===== src/rtl/fpu_op_dispatcher.sv =====
// ============================================================================
// fpu_op_dispatcher
// ----------------------------------------------------------------------------
// Issue/collect stage for the single-precision FPU. One operation request
// (operands A, B and an opcode) is accepted over a valid/ready handshake and
// registered. The registered operands and opcode drive the per-unit demux
// inputs, and a one-cycle start strobe kicks the arithmetic units. The
// dispatcher then waits for the selected unit's done flag, captures that
// unit's result and presents it on a valid/ready response port. Only one
// operation is ever in flight.
//
// Optional feature macro: FPU_DISPATCH_TIMEOUT_EN
//    When defined, a watchdog counter runs while waiting for the selected
//    unit. If the unit has not finished after TIMEOUT_CYCLES wait cycles,
//    a quiet-NaN response is produced with rsp_timeout set. When undefined,
//    the dispatcher waits forever and rsp_timeout is tied low.
//
// Parameters:
//    DATA_WIDTH      operand/result width (IEEE-754 single = 32)
//    OP_WIDTH        opcode width; 0 add, 1 sub, 2 mul, 3 div
//    TIMEOUT_CYCLES  watchdog limit in wait cycles (timeout build only)
//
// Ports:
//    clk, rst                  clock, asynchronous active-high reset
//    req_valid/req_ready       request handshake
//    req_a, req_b, req_opcode  request operands and operation select
//    unit_a, unit_b            registered operands to the unit demux
//    unit_opcode               registered opcode to the demux select
//    unit_start                one-cycle start strobe to the units
//    unit_done[3:0]            per-unit done (add, sub, mul, div)
//    res_add/sub/mul/div       unit results, valid while matching done is high
//    rsp_valid/rsp_ready       response handshake
//    rsp_result, rsp_opcode    captured result and its opcode
//    rsp_timeout               response was produced by the watchdog
//    busy                      high whenever the dispatcher is not idle
// ============================================================================

module fpu_op_dispatcher #(
   parameter int DATA_WIDTH     = 32,
   parameter int OP_WIDTH       = 2,
   parameter int TIMEOUT_CYCLES = 64
) (
   input  logic                  clk,
   input  logic                  rst,

   input  logic                  req_valid,
   output logic                  req_ready,
   input  logic [DATA_WIDTH-1:0] req_a,
   input  logic [DATA_WIDTH-1:0] req_b,
   input  logic [OP_WIDTH-1:0]   req_opcode,

   output logic [DATA_WIDTH-1:0] unit_a,
   output logic [DATA_WIDTH-1:0] unit_b,
   output logic [OP_WIDTH-1:0]   unit_opcode,
   output logic                  unit_start,
   input  logic [3:0]            unit_done,
   input  logic [DATA_WIDTH-1:0] res_add,
   input  logic [DATA_WIDTH-1:0] res_sub,
   input  logic [DATA_WIDTH-1:0] res_mul,
   input  logic [DATA_WIDTH-1:0] res_div,

   output logic                  rsp_valid,
   input  logic                  rsp_ready,
   output logic [DATA_WIDTH-1:0] rsp_result,
   output logic [OP_WIDTH-1:0]   rsp_opcode,
   output logic                  rsp_timeout,
   output logic                  busy
);

   // Opcode encodings, also used as the index into unit_done.
   localparam logic [OP_WIDTH-1:0] OpAdd = OP_WIDTH'(0);
   localparam logic [OP_WIDTH-1:0] OpSub = OP_WIDTH'(1);
   localparam logic [OP_WIDTH-1:0] OpMul = OP_WIDTH'(2);
   localparam logic [OP_WIDTH-1:0] OpDiv = OP_WIDTH'(3);

   // Result reported when the watchdog fires: IEEE-754 single quiet NaN.
   localparam logic [DATA_WIDTH-1:0] QuietNan = DATA_WIDTH'(32'h7FC0_0000);

   typedef enum logic [1:0] {
      StIdle  = 2'd0,
      StIssue = 2'd1,
      StWait  = 2'd2,
      StResp  = 2'd3
   } state_e;

   state_e                state_q;
   state_e                state_d;

   logic [DATA_WIDTH-1:0] unitA_q;
   logic [DATA_WIDTH-1:0] unitB_q;
   logic [OP_WIDTH-1:0]   unitOpcode_q;
   logic [DATA_WIDTH-1:0] rspResult_q;
   logic [OP_WIDTH-1:0]   rspOpcode_q;

   logic                  accept;
   logic                  selDone;
   logic                  timeoutHit;
   logic [DATA_WIDTH-1:0] selResult;

   // A request is taken only in IDLE. The state is frozen in IDLE while rst
   // is asserted, so no extra reset qualification is needed here.
   assign accept = (state_q == StIdle) && req_valid;

   // Only the done bit of the unit we actually started matters; the other
   // units may be finishing stale work and their flags are ignored.
   assign selDone = unit_done[unitOpcode_q];

   // Result mux steered by the registered opcode, so the capture always
   // comes from the unit that was started.
   always_comb begin
      selResult = '0;
      case (unitOpcode_q)
         OpAdd:   selResult = res_add;
         OpSub:   selResult = res_sub;
         OpMul:   selResult = res_mul;
         OpDiv:   selResult = res_div;
         default: selResult = '0;
      endcase
   end

`ifdef FPU_DISPATCH_TIMEOUT_EN
   localparam int CountWidth = $clog2(TIMEOUT_CYCLES + 1);
   localparam logic [CountWidth-1:0] CountLast = CountWidth'(TIMEOUT_CYCLES - 1);

   logic [CountWidth-1:0] waitCount_q;
   logic                  rspTimeout_q;

   // Watchdog counter: cleared while issuing (so it is zero on entry to
   // WAIT) and advanced once per WAIT cycle. It holds the number of WAIT
   // cycles already completed.
   always_ff @(posedge clk or posedge rst) begin
      if (rst) begin
         waitCount_q <= '0;
      end else if (state_q == StIssue) begin
         waitCount_q <= '0;
      end else if (state_q == StWait) begin
         waitCount_q <= waitCount_q + 1'b1;
      end
   end

   // The counter reaches TIMEOUT_CYCLES at the end of this WAIT cycle, so
   // the watchdog fires after exactly TIMEOUT_CYCLES WAIT cycles.
   assign timeoutHit = (state_q == StWait) && (waitCount_q == CountLast);

   // Timeout flag travels with the response. A real done in the same cycle
   // as the watchdog takes priority and leaves the flag clear.
   always_ff @(posedge clk or posedge rst) begin
      if (rst) begin
         rspTimeout_q <= 1'b0;
      end else if (state_q == StWait) begin
         if (selDone) begin
            rspTimeout_q <= 1'b0;
         end else if (timeoutHit) begin
            rspTimeout_q <= 1'b1;
         end
      end
   end

   assign rsp_timeout = rspTimeout_q;
`else
   // Without the watchdog WAIT lasts until the selected unit finishes.
   assign timeoutHit  = 1'b0;
   assign rsp_timeout = 1'b0;

   logic unusedTimeoutCfg;
   assign unusedTimeoutCfg = ^TIMEOUT_CYCLES;
`endif

   // State register.
   always_ff @(posedge clk or posedge rst) begin
      if (rst) begin
         state_q <= StIdle;
      end else begin
         state_q <= state_d;
      end
   end

   // Next-state logic. ISSUE is always a single cycle because the units
   // never report done in the same cycle they are started. RESP only
   // returns to IDLE, so a new request cannot be taken in the cycle the
   // response is consumed.
   always_comb begin
      state_d = state_q;
      case (state_q)
         StIdle: begin
            if (accept) begin
               state_d = StIssue;
            end
         end
         StIssue: begin
            state_d = StWait;
         end
         StWait: begin
            if (selDone || timeoutHit) begin
               state_d = StResp;
            end
         end
         StResp: begin
            if (rsp_ready) begin
               state_d = StIdle;
            end
         end
         default: begin
            state_d = StIdle;
         end
      endcase
   end

   // Output decode. req_ready is additionally masked by rst so that it
   // reads low for the whole reset and rises in the first IDLE cycle after
   // release.
   always_comb begin
      req_ready  = (state_q == StIdle) && !rst;
      unit_start = (state_q == StIssue);
      rsp_valid  = (state_q == StResp);
      busy       = (state_q != StIdle);
   end

   // Datapath registers. Operands and opcode are loaded on accept and then
   // held (also across the return to IDLE) until the next accept. The
   // response fields are loaded only on the WAIT exit and are therefore
   // stable for as long as RESP is back-pressured.
   always_ff @(posedge clk or posedge rst) begin
      if (rst) begin
         unitA_q      <= '0;
         unitB_q      <= '0;
         unitOpcode_q <= '0;
         rspResult_q  <= '0;
         rspOpcode_q  <= '0;
      end else begin
         if (accept) begin
            unitA_q      <= req_a;
            unitB_q      <= req_b;
            unitOpcode_q <= req_opcode;
         end
         if (state_q == StWait) begin
            if (selDone) begin
               rspResult_q <= selResult;
               rspOpcode_q <= unitOpcode_q;
            end else if (timeoutHit) begin
               rspResult_q <= QuietNan;
               rspOpcode_q <= unitOpcode_q;
            end
         end
      end
   end

   assign unit_a      = unitA_q;
   assign unit_b      = unitB_q;
   assign unit_opcode = unitOpcode_q;
   assign rsp_result  = rspResult_q;
   assign rsp_opcode  = rspOpcode_q;

endmodule


===== config.mk =====
export PLATFORM = sky130hd
export DESIGN_NAME = fpu_op_dispatcher
export DESIGN_NICKNAME = d
export VERILOG_FILES = /design/src/rtl/fpu_op_dispatcher.sv
export SDC_FILE = /design/constraint.sdc
export NUM_CORES = 1
export LEC_CHECK = 0
export BUFFER_PORTS_ARGS = -buffer_cell sky130_fd_sc_hd__buf_2
export CAP_MARGIN = 20
export CORE_AREA = 2 2 119 121
export CTS_CLUSTER_SIZE = 12
export DETAILED_ROUTE_END_ITERATION = 12
export DIE_AREA = 0 0 121 123
export PLACE_DENSITY_LB_ADDON = 0.12
export SLEW_MARGIN = 25
export SYNTH_ARGS = -nofsm -noshare
export SYNTH_HDL_FRONTEND = slang
export SYNTH_SLANG_ARGS = --single-unit

===== constraint.sdc =====
create_clock -name clk -period 6 [get_ports clk]
set_clock_uncertainty 0.2 [all_clocks]
set_input_delay 1.2 -clock clk [delete_from_list [all_inputs] [get_ports clk]]
set_output_delay 1.2 -clock clk [all_outputs]
set_load 0.005 [all_outputs]

Word level (Yosys, flattened, before mapping)
Index checks and enable logic that the tools add are counted.
{ "word_totals": {"inputBits": 202, "register_bits": 102, "elab_cells": 31} }
{ "classes": {"n_lt_le_gt_ge": 1, "n_eq_ne": 9, "mux": 7, "n_reduce_logical": 8} }
{ "op_table": {"columns": ["operator", "count"], "rows": [
  ["$pmux W32 S4", 1],
  ["$eq A2 B2 Y1 const B", 4],
  ["$pmux W2 S4", 1],
  ["$mux W2", 3],
  ["$eq A2 B1 Y1 const B", 2],
  ["$logic_not A2 Y1", 2],
  ["$ne A2 B2 Y1 const B", 2],
  ["$lt A2 B3 Y1 const B", 1],
  ["$reduce_and A3 Y1", 1],
  ["$bmux W1 S2", 1],
  ["$logic_and A1 B1 Y1", 2],
  ["$ne A2 B1 Y1 const B", 1],
  ["$reduce_and A2 Y1", 1],
  ["$reduce_bool A2 Y1", 1],
  ["$logic_not A1 Y1", 1],
  ["$mux W1", 1]
]} }

Depth between registers and ports, before layout
{ "depth": {"word_depth": 4, "ltp_mapped": 7, "depth_no_buf": 6} }

Worst setup path after synthesis
No wires, ideal clock.
{ "synth_timing": {"path_kind": "input -> output", "from": "input rst", "to": "output req_ready", "slack_ns": 3.305, "t_arrival_ns": 1.295, "path_stages": 1, "cell_sequence": "nor2_1"} }
{ "synth_between": {"elab_chain_len": 2} }
{ "synth_lines": {"columns": ["item", "line_no", "text"], "rows": [
  ["start, declared", "44", "input logic rst,"],
  ["$logic_not A1 Y1 (no line)", null, null],
  ["$logic_and A1 B1 Y1", "213", "req_ready = (state_q == StIdle) && !rst;"],
  ["end, declared", "47", "output logic req_ready,"]
]} }
No other way between the ends.

Worst setup path in the final report
{ "layout_timing": {"from": "register unitOpcode_q[0], in the netlist unit_opcode[0]", "to": "output unit_opcode[0]"} }
{ "layout_rtl": {"columns": ["item", "line_no", "text"], "rows": [
  ["start, declared", "91", "logic [OP_WIDTH-1:0] unitOpcode_q;"],
  ["start signal, assigned", "234", "unitOpcode_q <= req_opcode;"],
  ["end, declared", "54", "output logic [OP_WIDTH-1:0] unit_opcode,"]
]} }
No word-level cell between the ends.

==> impl_metrics.yaml <==
sta:
  relSlewSlack_pct: 42.34
  setup_violations: 0
  fin_setup_tns_ps: 0
  fin_crit_ps: 3060
  max_slew.worst_pin.slew_ps: 864.8
  fin_hold_ws_ps: 295.3
  rsz0062_at_grt: "no"
  fin_crit_sh_pct: 51.00
  max_freq_ghz: 0.3268
  final_hold_viol_count: 0
  fin_ws_ps: 2940
  maxSlewViolCount: 0
pwr:
  cellLeakagePower_nw: 3.377
  finalPower_mw: 3.406
  power.density_nw_per_um2: 503.7
  peakVddDrop_mv: 0.2943
place:
  place.gp.congestion: 0.7587
  io_buffers: 305
  dp_hpwl_mm: 9.839
  place_ws_ps: 2771
run:
  timing.max_cap.violations: 0
worst_setup_path:
  r2r_slack_ps: 2980
  timing.rr.start: "unit_opcode[1]$_DFFE_PP0P_"
  worstSetupPathType: "reg -> out"
  crit_fanout: 24
  cp-end-kind: "output pin"
  start_kind: "register"
  r2r_cells: 4
  required_ps: 4600
  crit_arrival_ps: 1660
  reg2reg_to: "rsp_result[22]$_DFFE_PP0P_"
min_path:
  hp-class: "reg -> reg"
  holdPathStages: 2
  holdCritStartpoint: "rsp_opcode[0]$_DFFE_PP0P_"
  hold_end: "rsp_opcode[0]$_DFFE_PP0P_"
clock_tree:
  root_buffer: "clkbuf_16"
  insertion_delay_ps: 340
  post_cts_buffers: 0
  cts_resized: 0
  clock_path_buffers: 2
  cts_num_sinks: 102
  tritoncts: "yes"
  cts_buffers: 9
  cts.reportedPaths.clkPinSlew_ps: 60
  cts_hold_buffers: 0
  htree_levels: 3
yosys:
  ys.warnings.count: 0
  ys.flop_type: "dfrtp_1"
  yosysUniqueCellTypes: 23
  syn_nets: 484
  seq_area_frac_synth_pct: 52.92
  syn-instance-count: 278
  syn_avg_cell_area_um2: 17.35
  synthArstFlopShare_pct: 100.0
  synth_seq_cells: 102
  synth_top_area_share_pct: 52.92
  synth.cell_area_um2: 4823
  yosysMostFrequentCell: "dfrtp_1"
  synthTopCellsByArea: "dfrtp_1 (53%), mux2_2 (16%), mux4_2 (15%)"
  synth_top_area_cell: "dfrtp_1"
  synth-edff-count: 0
  synth_common_cells: "dfrtp_1 (102), mux2_2 (70), mux4_2 (32), mux2_4 (31)"
routing:
  drt-initial-drc-count: 99
  postRouteAntennaNets: 0
  vias: 3572
  drt-total-wl_mm: 12.56
  dr.pass1.iters: 6
  vias_per_cell: 4.688
  drc: 0
  avgRoutedWirePerCell_um: 16.48
cells_and_area:
  final_layout_size_suffix_gt1_share_pct: 79.21
  syn2layout_area_growth_pct: 40.21
  fin_util_pct: 49.68
  antenna_cells: 0
  fin_nets: 785
floorplanning:
  core-area_um2: 13610
  dieArea_um2: 14880
  die_h_um: 123
  die_x_um: 121
  start_util_pct: 35.44
  io_pins: 307
  row_count: 43
global_routing:
  antenna_found_initial: 1
  grt.total_usage_pct: 16.54
  grt_pass1_wl_mm: 18.69
  grt-ovfl-total: 0
  grt_pass1_vias: 3694
  grt_max_degree: 67
run_status:
  status: "finished, final reports clean"
==> state kept, by name, summed over array words and instances (netlist names) <==
name         flops
unit_b          32
unit_a          32
state_q          2
rsp_opcode       2
unit_opcode      2
rsp_result      32
==> metal layers <==
layer | wire [um] | vias up | GRT usage [%]
met5 | 13 | - | 0
met4 | 261 | 2 | 5.814
met3 | 1101 | 23 | 5.812
met2 | 6401 | 183 | 28.83
met1 | 4781 | 1733 | 18.88
li1 | - | 1631 | -
==> report_power, final <==
| part | internal, mW | switching (mW) | leakage [nW] |
|---|---|---|---|
| Sequential | 1.05 | 0.246 | 1.20 |
| Clock | 0.319 | 0.242 | 0.134 |
| Combinational | 0.983 | 0.568 | 2.04 |
| Total | 2.35 | 1.06 | 3.38 |
==> worst max-delay path by stage <==
stage	from	end	slack (ps)
2_1_floorplan	rst	rsp_opcode[0]$_DFFE_PP0P_	1920
3_3_place_gp	unit_done[3]	rsp_result[22]$_DFFE_PP0P_	2840
3_5_place_dp	unit_done[1]	rsp_result[22]$_DFFE_PP0P_	2770
4_1_cts	unit_opcode[0]$_DFFE_PP0P_	unit_opcode[0]	2820
5_1_grt	unit_opcode[0]$_DFFE_PP0P_	unit_opcode[0]	2730
6_report	unit_opcode[0]$_DFFE_PP0P_	unit_opcode[0]	2940
==> cell usage in the layout, fill, tap and decap left out, drive strengths merged <==
cell type | synthesis | routed
a21oi | 1 | 1
mux2i | 1 | 1
dfrtp | 102 | 102
nand2b | 2 | 2
inv | 4 | 4
a311oi | 1 | 1
nor2 | 1 | 1
clkinv | 0 | 2
nand2 | 3 | 3
buf | 14 | 309
nor2b | 2 | 2
clkbuf | 5 | 10
bufinv | 0 | 1
ha | 4 | 4
mux2 | 101 | 101
conb | 1 | 1
clkinvlp | 0 | 1
o21ai | 3 | 3
mux4 | 32 | 32
nor3 | 1 | 1
==> per-stage QoR <==
step / area [um2] / std cells
floorplan: 4823 / 278
global placement: 6482 / 748
detailed placement: 6482 / 748
CTS: 6763 / 762
global route: 6763 / 762
finish: 6763 / 762
==> cell families after synthesis <==
family | synth area share [%]
muxes | 41.14
DFF | 52.92
buffers and inverters | 3.009
and+or+nand+nor | 0.9856
AOI/OAI and AO/OA | 0.8299
adders and majority gates | 1.038
other | 0.07775
==> worst max-delay path: stages, from the launching register on <==
cell     delay (ps)
dfrtp_2         660
buf_4           450
buf_2           190
==> layout make-up <==
cell class | instances | area, um2
fillers | 1229 | 6849
flip-flops and latches | 102 | 2555
multi-input cells | 153 | 2128
repair buffers | 309 | 1556
clock buffers | 10 | 229.0
well taps | 180 | 225.2
clock inverters | 4 | 51.30
inverters | 4 | 17.52
Note: power is estimated with default switching activity, not from simulation.
